File: src/rtl/jmp_ctrl_bp_if.sv
// rtl/jmp_ctrl_bp_if.sv - fetch lookup, resolve and redirect signal bundle for jmp_ctrl_bp
interface jmp_ctrl_bp_if #(
  parameter int XLEN      = 32,
  parameter int STAT_BITS = 16
);
  logic                 ena;
  logic                 f_valid;
  logic [XLEN-1:0]      f_pc;
  logic [XLEN-1:0]      f_imm;
  logic                 f_is_branch;
  logic                 p_valid;
  logic                 p_taken;
  logic [XLEN-1:0]      p_target;
  logic                 r_valid;
  logic [XLEN-1:0]      r_pc;
  logic [XLEN-1:0]      r_imm;
  logic [XLEN-1:0]      r_rs1;
  logic [2:0]           r_funct3;
  logic                 r_is_branch;
  logic                 r_is_jalr;
  logic                 r_pred_taken;
  logic                 alu_z;
  logic                 alu_n;
  logic                 pc_wr;
  logic [XLEN-1:0]      pc_out;
  logic                 branch_taken;
  logic                 mispredict;
  logic [STAT_BITS-1:0] stat_branches;
  logic [STAT_BITS-1:0] stat_mispredicts;

  modport master (
    output ena, f_valid, f_pc, f_imm, f_is_branch,
           r_valid, r_pc, r_imm, r_rs1, r_funct3, r_is_branch, r_is_jalr, r_pred_taken,
           alu_z, alu_n,
    input  p_valid, p_taken, p_target, pc_wr, pc_out, branch_taken, mispredict,
           stat_branches, stat_mispredicts
  );

  modport slave (
    input  ena, f_valid, f_pc, f_imm, f_is_branch,
           r_valid, r_pc, r_imm, r_rs1, r_funct3, r_is_branch, r_is_jalr, r_pred_taken,
           alu_z, alu_n,
    output p_valid, p_taken, p_target, pc_wr, pc_out, branch_taken, mispredict,
           stat_branches, stat_mispredicts
  );
endinterface

File: src/rtl/jmp_ctrl_bp.sv
// rtl/jmp_ctrl_bp.sv - branch/JALR resolution with bimodal saturating-counter predictor
module jmp_ctrl_bp #(
  parameter int XLEN         = 32,
  parameter int BHT_IDX_BITS = 6,
  parameter int CTR_BITS     = 2,
  parameter int CTR_INIT     = 1,
  parameter int STAT_BITS    = 16
) (
  input logic          clk,
  input logic          reset,
  jmp_ctrl_bp_if.slave bus
);
  localparam int ENTRIES = 1 << BHT_IDX_BITS;
  localparam logic [CTR_BITS-1:0]  CTR_MAX  = '1;
  localparam logic [STAT_BITS-1:0] STAT_MAX = '1;

  logic [CTR_BITS-1:0]     bht [ENTRIES];
  logic                    p_valid_q, p_taken_q, pc_wr_q, branch_taken_q, mispredict_q;
  logic [XLEN-1:0]         p_target_q, pc_out_q;
  logic [STAT_BITS-1:0]    stat_br_q, stat_mis_q;

  logic [BHT_IDX_BITS-1:0] f_idx, r_idx;
  logic                    f_go, r_br, r_jalr, cond_taken, br_miss, redirect, lookup_taken;

  assign f_idx        = bus.f_pc[BHT_IDX_BITS+1:2];
  assign r_idx        = bus.r_pc[BHT_IDX_BITS+1:2];
  assign f_go         = bus.f_valid & bus.ena;
  assign r_br         = bus.r_valid & bus.ena & bus.r_is_branch;
  assign r_jalr       = bus.r_valid & bus.ena & bus.r_is_jalr & ~bus.r_is_branch;
  assign lookup_taken = bus.f_is_branch & bht[f_idx][CTR_BITS-1];
  assign br_miss      = r_br & (cond_taken != bus.r_pred_taken);
  assign redirect     = br_miss | r_jalr;

  always_comb begin
    cond_taken = 1'b0;
    case (bus.r_funct3)
      3'b000:          cond_taken = bus.alu_z;
      3'b001:          cond_taken = ~bus.alu_z;
      3'b100, 3'b110:  cond_taken = bus.alu_n;
      3'b101, 3'b111:  cond_taken = ~bus.alu_n;
      default:         cond_taken = 1'b0;
    endcase
  end

  // The table read for the lookup uses the pre-edge value, so a same-cycle update is not seen.
  always_ff @(posedge clk) begin
    if (reset) begin
      for (int i = 0; i < ENTRIES; i++) bht[i] <= CTR_BITS'(CTR_INIT);
      p_valid_q      <= 1'b0;
      p_taken_q      <= 1'b0;
      p_target_q     <= '0;
      pc_wr_q        <= 1'b0;
      pc_out_q       <= '0;
      branch_taken_q <= 1'b0;
      mispredict_q   <= 1'b0;
      stat_br_q      <= '0;
      stat_mis_q     <= '0;
    end else begin
      p_valid_q    <= f_go & ~redirect;
      pc_wr_q      <= redirect;
      mispredict_q <= br_miss;
      if (f_go) begin
        p_taken_q  <= lookup_taken;
        p_target_q <= lookup_taken ? bus.f_pc + bus.f_imm : bus.f_pc + XLEN'(4);
      end
      if (r_br) begin
        if (cond_taken && bht[r_idx] != CTR_MAX)
          bht[r_idx] <= bht[r_idx] + CTR_BITS'(1);
        else if (!cond_taken && bht[r_idx] != '0)
          bht[r_idx] <= bht[r_idx] - CTR_BITS'(1);
        branch_taken_q <= cond_taken;
        if (stat_br_q != STAT_MAX) stat_br_q <= stat_br_q + STAT_BITS'(1);
        if (br_miss) begin
          if (stat_mis_q != STAT_MAX) stat_mis_q <= stat_mis_q + STAT_BITS'(1);
          pc_out_q <= cond_taken ? bus.r_pc + bus.r_imm : bus.r_pc + XLEN'(4);
        end
      end else if (r_jalr) begin
        branch_taken_q <= 1'b1;
        pc_out_q       <= (bus.r_rs1 + bus.r_imm) & ~XLEN'(1);
      end
    end
  end

  assign bus.p_valid          = p_valid_q;
  assign bus.p_taken          = p_taken_q;
  assign bus.p_target         = p_target_q;
  assign bus.pc_wr            = pc_wr_q;
  assign bus.pc_out           = pc_out_q;
  assign bus.branch_taken     = branch_taken_q;
  assign bus.mispredict       = mispredict_q;
  assign bus.stat_branches    = stat_br_q;
  assign bus.stat_mispredicts = stat_mis_q;
endmodule

File: src/flat_wrapper.sv
// flat-port wrapper written by rule: the top's interface ports become plain ports
module jmp_ctrl_bp_flat 
#(
  parameter int XLEN         = 32,
  parameter int BHT_IDX_BITS = 6,
  parameter int CTR_BITS     = 2,
  parameter int CTR_INIT     = 1,
  parameter int STAT_BITS    = 16
)
  (clk, reset, bus_ena, bus_f_valid, bus_f_pc, bus_f_imm, bus_f_is_branch, bus_r_valid, bus_r_pc, bus_r_imm, bus_r_rs1, bus_r_funct3, bus_r_is_branch, bus_r_is_jalr, bus_r_pred_taken, bus_alu_z, bus_alu_n, bus_p_valid, bus_p_taken, bus_p_target, bus_pc_wr, bus_pc_out, bus_branch_taken, bus_mispredict, bus_stat_branches, bus_stat_mispredicts);
  jmp_ctrl_bp_if #(.XLEN(XLEN), .STAT_BITS(STAT_BITS)) bus_i ();
  input logic clk;
  input logic reset;
  input wire logic [$bits(bus_i.ena)-1:0] bus_ena;
  input wire logic [$bits(bus_i.f_valid)-1:0] bus_f_valid;
  input wire logic [$bits(bus_i.f_pc)-1:0] bus_f_pc;
  input wire logic [$bits(bus_i.f_imm)-1:0] bus_f_imm;
  input wire logic [$bits(bus_i.f_is_branch)-1:0] bus_f_is_branch;
  input wire logic [$bits(bus_i.r_valid)-1:0] bus_r_valid;
  input wire logic [$bits(bus_i.r_pc)-1:0] bus_r_pc;
  input wire logic [$bits(bus_i.r_imm)-1:0] bus_r_imm;
  input wire logic [$bits(bus_i.r_rs1)-1:0] bus_r_rs1;
  input wire logic [$bits(bus_i.r_funct3)-1:0] bus_r_funct3;
  input wire logic [$bits(bus_i.r_is_branch)-1:0] bus_r_is_branch;
  input wire logic [$bits(bus_i.r_is_jalr)-1:0] bus_r_is_jalr;
  input wire logic [$bits(bus_i.r_pred_taken)-1:0] bus_r_pred_taken;
  input wire logic [$bits(bus_i.alu_z)-1:0] bus_alu_z;
  input wire logic [$bits(bus_i.alu_n)-1:0] bus_alu_n;
  output wire logic [$bits(bus_i.p_valid)-1:0] bus_p_valid;
  output wire logic [$bits(bus_i.p_taken)-1:0] bus_p_taken;
  output wire logic [$bits(bus_i.p_target)-1:0] bus_p_target;
  output wire logic [$bits(bus_i.pc_wr)-1:0] bus_pc_wr;
  output wire logic [$bits(bus_i.pc_out)-1:0] bus_pc_out;
  output wire logic [$bits(bus_i.branch_taken)-1:0] bus_branch_taken;
  output wire logic [$bits(bus_i.mispredict)-1:0] bus_mispredict;
  output wire logic [$bits(bus_i.stat_branches)-1:0] bus_stat_branches;
  output wire logic [$bits(bus_i.stat_mispredicts)-1:0] bus_stat_mispredicts;
  assign bus_i.ena = bus_ena;
  assign bus_i.f_valid = bus_f_valid;
  assign bus_i.f_pc = bus_f_pc;
  assign bus_i.f_imm = bus_f_imm;
  assign bus_i.f_is_branch = bus_f_is_branch;
  assign bus_i.r_valid = bus_r_valid;
  assign bus_i.r_pc = bus_r_pc;
  assign bus_i.r_imm = bus_r_imm;
  assign bus_i.r_rs1 = bus_r_rs1;
  assign bus_i.r_funct3 = bus_r_funct3;
  assign bus_i.r_is_branch = bus_r_is_branch;
  assign bus_i.r_is_jalr = bus_r_is_jalr;
  assign bus_i.r_pred_taken = bus_r_pred_taken;
  assign bus_i.alu_z = bus_alu_z;
  assign bus_i.alu_n = bus_alu_n;
  assign bus_p_valid = bus_i.p_valid;
  assign bus_p_taken = bus_i.p_taken;
  assign bus_p_target = bus_i.p_target;
  assign bus_pc_wr = bus_i.pc_wr;
  assign bus_pc_out = bus_i.pc_out;
  assign bus_branch_taken = bus_i.branch_taken;
  assign bus_mispredict = bus_i.mispredict;
  assign bus_stat_branches = bus_i.stat_branches;
  assign bus_stat_mispredicts = bus_i.stat_mispredicts;
  jmp_ctrl_bp #(.XLEN(XLEN), .BHT_IDX_BITS(BHT_IDX_BITS), .CTR_BITS(CTR_BITS), .CTR_INIT(CTR_INIT), .STAT_BITS(STAT_BITS)) u_core (.clk(clk), .reset(reset), .bus(bus_i));
endmodule
File: config.mk
export PLATFORM = sky130hd
export DESIGN_NAME = jmp_ctrl_bp_flat
export DESIGN_NICKNAME = d
export VERILOG_FILES = /design/src/rtl/jmp_ctrl_bp_if.sv /design/src/rtl/jmp_ctrl_bp.sv /design/src/flat_wrapper.sv
export SDC_FILE = /design/constraint.sdc
export NUM_CORES = 1
export LEC_CHECK = 0
export CAP_MARGIN = 10
export CORE_MARGIN = 4
export CORE_UTILIZATION = 30
export CTS_CLUSTER_SIZE = 30
export DETAILED_ROUTE_END_ITERATION = 7
export HOLD_SLACK_MARGIN = 0.08
export MAX_ROUTING_LAYER = met4
export PLACE_DENSITY = 0.61
export SETUP_SLACK_MARGIN = 0.3
export SLEW_MARGIN = 20
export SYNTH_ARGS = -nofsm -noshare
export SYNTH_HDL_FRONTEND = slang
export SYNTH_SLANG_ARGS = --single-unit
File: constraint.sdc
create_clock -name clk -period 4.32 [get_ports clk]
set_clock_uncertainty 0.15 [all_clocks]
set_input_delay 0.432 -clock clk [delete_from_list [all_inputs] [get_ports clk]]
set_output_delay 0.432 -clock clk [all_outputs]
set_load 0.03 [all_outputs]
==> key figures <==
Global route
  – Met3 usage: under 10%
  – Met1 usage: about a quarter
  – Met2 Resource Use GR: about a third
  – GR Overflow Total: 0
  – First-pass GRT wire length: 97100 µm
  – Largest net degree at the start of global routing: 72
  – Vias in the first global route: 16300
  – Tot GR Track Use: between 20% and 30%
  – GR peak layer: met2
  – Antenna violations before repair: 4

Critical path
  – Worst Path Arrival: 3.98 ns
  – Reg2reg end: u_core.bht[13][0]$_SDFFCE_PN1P_
  – RR Startpoint: u_core.bht[6][0]$_SDFFCE_PN1P_
  – R2r worst-path depth: 12
  – R2R setup slack: ~0.45 ns
  – Worst setup EP type: flop
  – Worst path required time: 4.40 ns
  – Critical Path Fanout Max: 15
  – Startpoint Class: input port
  – Critical path type: in2reg

Hold path
  – Worst Hold End: u_core.bus.stat_mispredicts[3]$_SDFFE_PP0P_
  – Cells on Worst Hold Path: 2
  – Worst hold path class: in2reg
  – HP Start: reset

CTS
  – CTS tree: yes
  – Clk sink count: between 200 and 250
  – Max H-tree Level: 1
  – CTS clk-pin slew, worst paths: 0.06 ns
  – Root cell of the clock tree: clkbuf_16
  – Clock latency on the worst-skew pair: approximately 0.56 ns
  – Count of hold-fix buffers inserted at cts: 0
  – CTS max path bufs: 3
  – CTS buffer count: 28

Placed design
  – IO buf count: roughly 270
  – Post-Place Worst Slack: -0.678 ns
  – Post-DP HPWL: 49800 µm
  – RePlAce Congestion: roughly 0.95

Logic synthesis
  – Register area share after synthesis: 35.0%
  – Post-synthesis mux area share: 5.98%
  – Syn Area/Cell: 8.70 µm²
  – Synth Area in XOR/XNOR: between 8 and 9%
  – EDFF count, synth: 128
  – Count of state elements after synthesis: 229
  – Synth Instances: 1923
  – Post-Synth Adder-Cell Area: 7.54%
  – Syn Std Cell Area: 16700 µm²
  – Async SR Flop Fraction: 0%
  – Largest family of logic cells by synthesized area: compound AO/OA/AOI/OAI gates
  – Prevailing post-synth register cell: edfxtp_1
  – Mapped Nets: 2196
  – Synth cell types: 80
  – YS warnings: 0
  – Compound-Gate Fraction of Synth Area: between 20% and 30%
  – Synth Area in Simple Gates: 19.6%

STA
  – Setup ws final: 0.420 ns
  – RSZ-0062 raised after global routing: yes
  – Final Max Tran Viols: 0
  – Tmin final: 3.90 ns
  – Final hold violations: 0
  – Final period util: 90.3%
  – Slew HR: 37.1%
  – Max Fclk: between 200 and 300 MHz
  – Worst slew pin tran: 0.943 ns
  – Min Hold Slack: roughly 0.23 ns
  – Final setup fails: 0

Power and ir drop
  – Pleak: 0.00808 µW
  – Maximum vdd drop: 0.000205 V
  – Pwr Density: 298 nW/µm²
  – Total Power: 6630 µW

Layout
  – Nets: 2542
  – Commonest non-fill, non-tap cell in the layout: clkdlybuf4s50_1
  – Filler cell count: between 5000 and 6000
  – Area Growth Syn to Fin: 33.0%
  – Layout cells sized above 1: 12.3%
  – Most frequent cells in the layout: 270 x clkdlybuf4s50_1, 221 x nor2_1, 211 x nand2_1, 143 x buf_4, 137 x a21oi_1

Routing
  – Drt first-iter violations: 1402
  – Post-route ant nets: 0
  – WL final: 63800 µm
  – DRC: 0
  – Detailed-router iteration count before antenna repair: 5
  – DR vias: 16400
  – Vias per cell: 5.40
  – WL per Instance: 21.0 µm

Die
  – DIE HEIGHT: roughly 240 µm
  – IO Count: ~280
  – Initial Utilization: 30.3%
  – Core Region: roughly 55000 µm²
  – Row Count: 86
  – DIE AREA: between 50000 and 60000 µm²
  – Die outline width: 244 µm

Job
  – Maxcap violations: 0

Status
  – Outcome: complete, no violations
-- metal layers --
metal	vias to the layer above	part of all wire, %
li1	7806	-
met1	7866	42
met2	636	47
met3	130	7.8
met4	0	3.4
met5	-	0
-- worst max path at each step --
| stage | startpoint | to | cells after the start |
|---|---|---|---|
| 2_1_floorplan | bus_r_pc[2] | u_core.bht[51][0]$_SDFFCE_PN1P_ | 13 |
| 3_3_place_gp | bus_r_imm[2] | u_core.bus.pc_out[31]$_SDFFE_PP0P_ | 14 |
| 3_5_place_dp | bus_r_imm[2] | u_core.bus.pc_out[31]$_SDFFE_PP0P_ | 14 |
| 4_1_cts | bus_r_imm[2] | u_core.bus.pc_out[31]$_SDFFE_PP0P_ | 14 |
| 5_1_grt | bus_r_imm[2] | u_core.bus.pc_out[31]$_SDFFE_PP0P_ | 14 |
| 6_report | bus_r_pc[3] | u_core.bht[13][0]$_SDFFCE_PN1P_ | 14 |
-- flip-flops by register name (all words and copies together) (netlist names) --
register                     flops
u_core.bht                     128
u_core.bus.p_target             32
u_core.bus.pc_out               32
u_core.bus.stat_branches        16
u_core.bus.stat_mispredicts     16
u_core.bus.branch_taken          1
u_core.bus.mispredict            1
u_core.bus.p_taken               1
u_core.bus.p_valid               1
u_core.bus.pc_wr                 1
-- final cells by class --
type                            count  area [µm²]  share of cell area, %
Sequential cell                   229        5870                   26.3
Antenna cell                        4        10.0                 0.0450
Clock inverter                     15         150                  0.674
Timing Repair Buffer              428        4030                   18.1
Multi-Input combinational cell   1558       10400                   46.7
Clock buffer                       37         790                   3.55
Inverter                           24        90.1                  0.405
Tap cell                          748         936                   4.20
-- critical path, cell delays in order --
cell and delay [ns]:
buf_2 0.21, buf_12 0.20, mux2_2 0.36, a221oi_2 0.31, o22ai_1 0.14, nor2b_4 0.14
or3_1 0.39, or4_4 0.49, and2_4 0.17, a2111oi_4 0.35, buf_4 0.21, nand2_1 0.09
buf_12 0.17, o21ai_0 0.29
-- through the flow --
step / setup TNS (ns) / std cells / utilization (%) / area [µm²]
3_5_place_dp: -126.55 / 2984 / 38.4 / 21200
2_1_floorplan: 0 / 1923 / - / 16700
4_1_cts: 0 / 3037 / 40.2 / 22200
3_3_place_gp: -89.48 / 2984 / 38.4 / 21200
5_1_grt: 0 / 3043 / 40.3 / 22300
6_report: 0 / 3043 / 40.3 / 22300
-- repair_timing --
item / in CTS / in global routing
buffers inserted: 0 / 2
gates cloned: 1 / 0
hold endpoints to repair: 0 / 0
pin swaps: 0 / 2
endpoints found under the setup margin: 255 / 166
gates resized for setup: 21 / 61
-- synth_stat cells, drive strengths merged, types with 22 or more instances --
cell,number,share of area [%]
nand4,25,0.93
nand2,212,4.8
inv,23,0.52
nand3,62,1.9
a211oi,47,2.1
nor2,221,5.0
ha,96,7.2
nor2b,22,0.87
clkbuf,82,1.8
xnor2,80,4.2
mux4,28,3.8
dfxtp,101,12
o211ai,27,1.2
and3,26,0.97
o21ai,149,4.5
nor3,37,1.1
a21o,51,2.3
buf,30,0.97
a21oi,139,4.2
xor2,75,3.9
edfxtp,128,23
-- where the power goes --
part           switching [µW]  total (µW)  internal, µW  leakage (µW)
Sequential               49.5        2410          2360       0.00192
Clock                     963        2420          1460      0.000463
Combinational             999        1800           803       0.00569
-- cell families (layout without fill, tap and decap cells) --
group / after synthesis / count (layout)
AND/OR/NAND/NOR: 705 / 705
flip-flops: 229 / 229
adder cells (fa/ha/maj): 99 / 99
AO/OA/AOI/OAI: 536 / 536
multiplexers: 63 / 63
XOR/XNOR: 155 / 155
buffers and inverters: 136 / 504
other: 0 / 4
(Power assumes the default switching activity.)
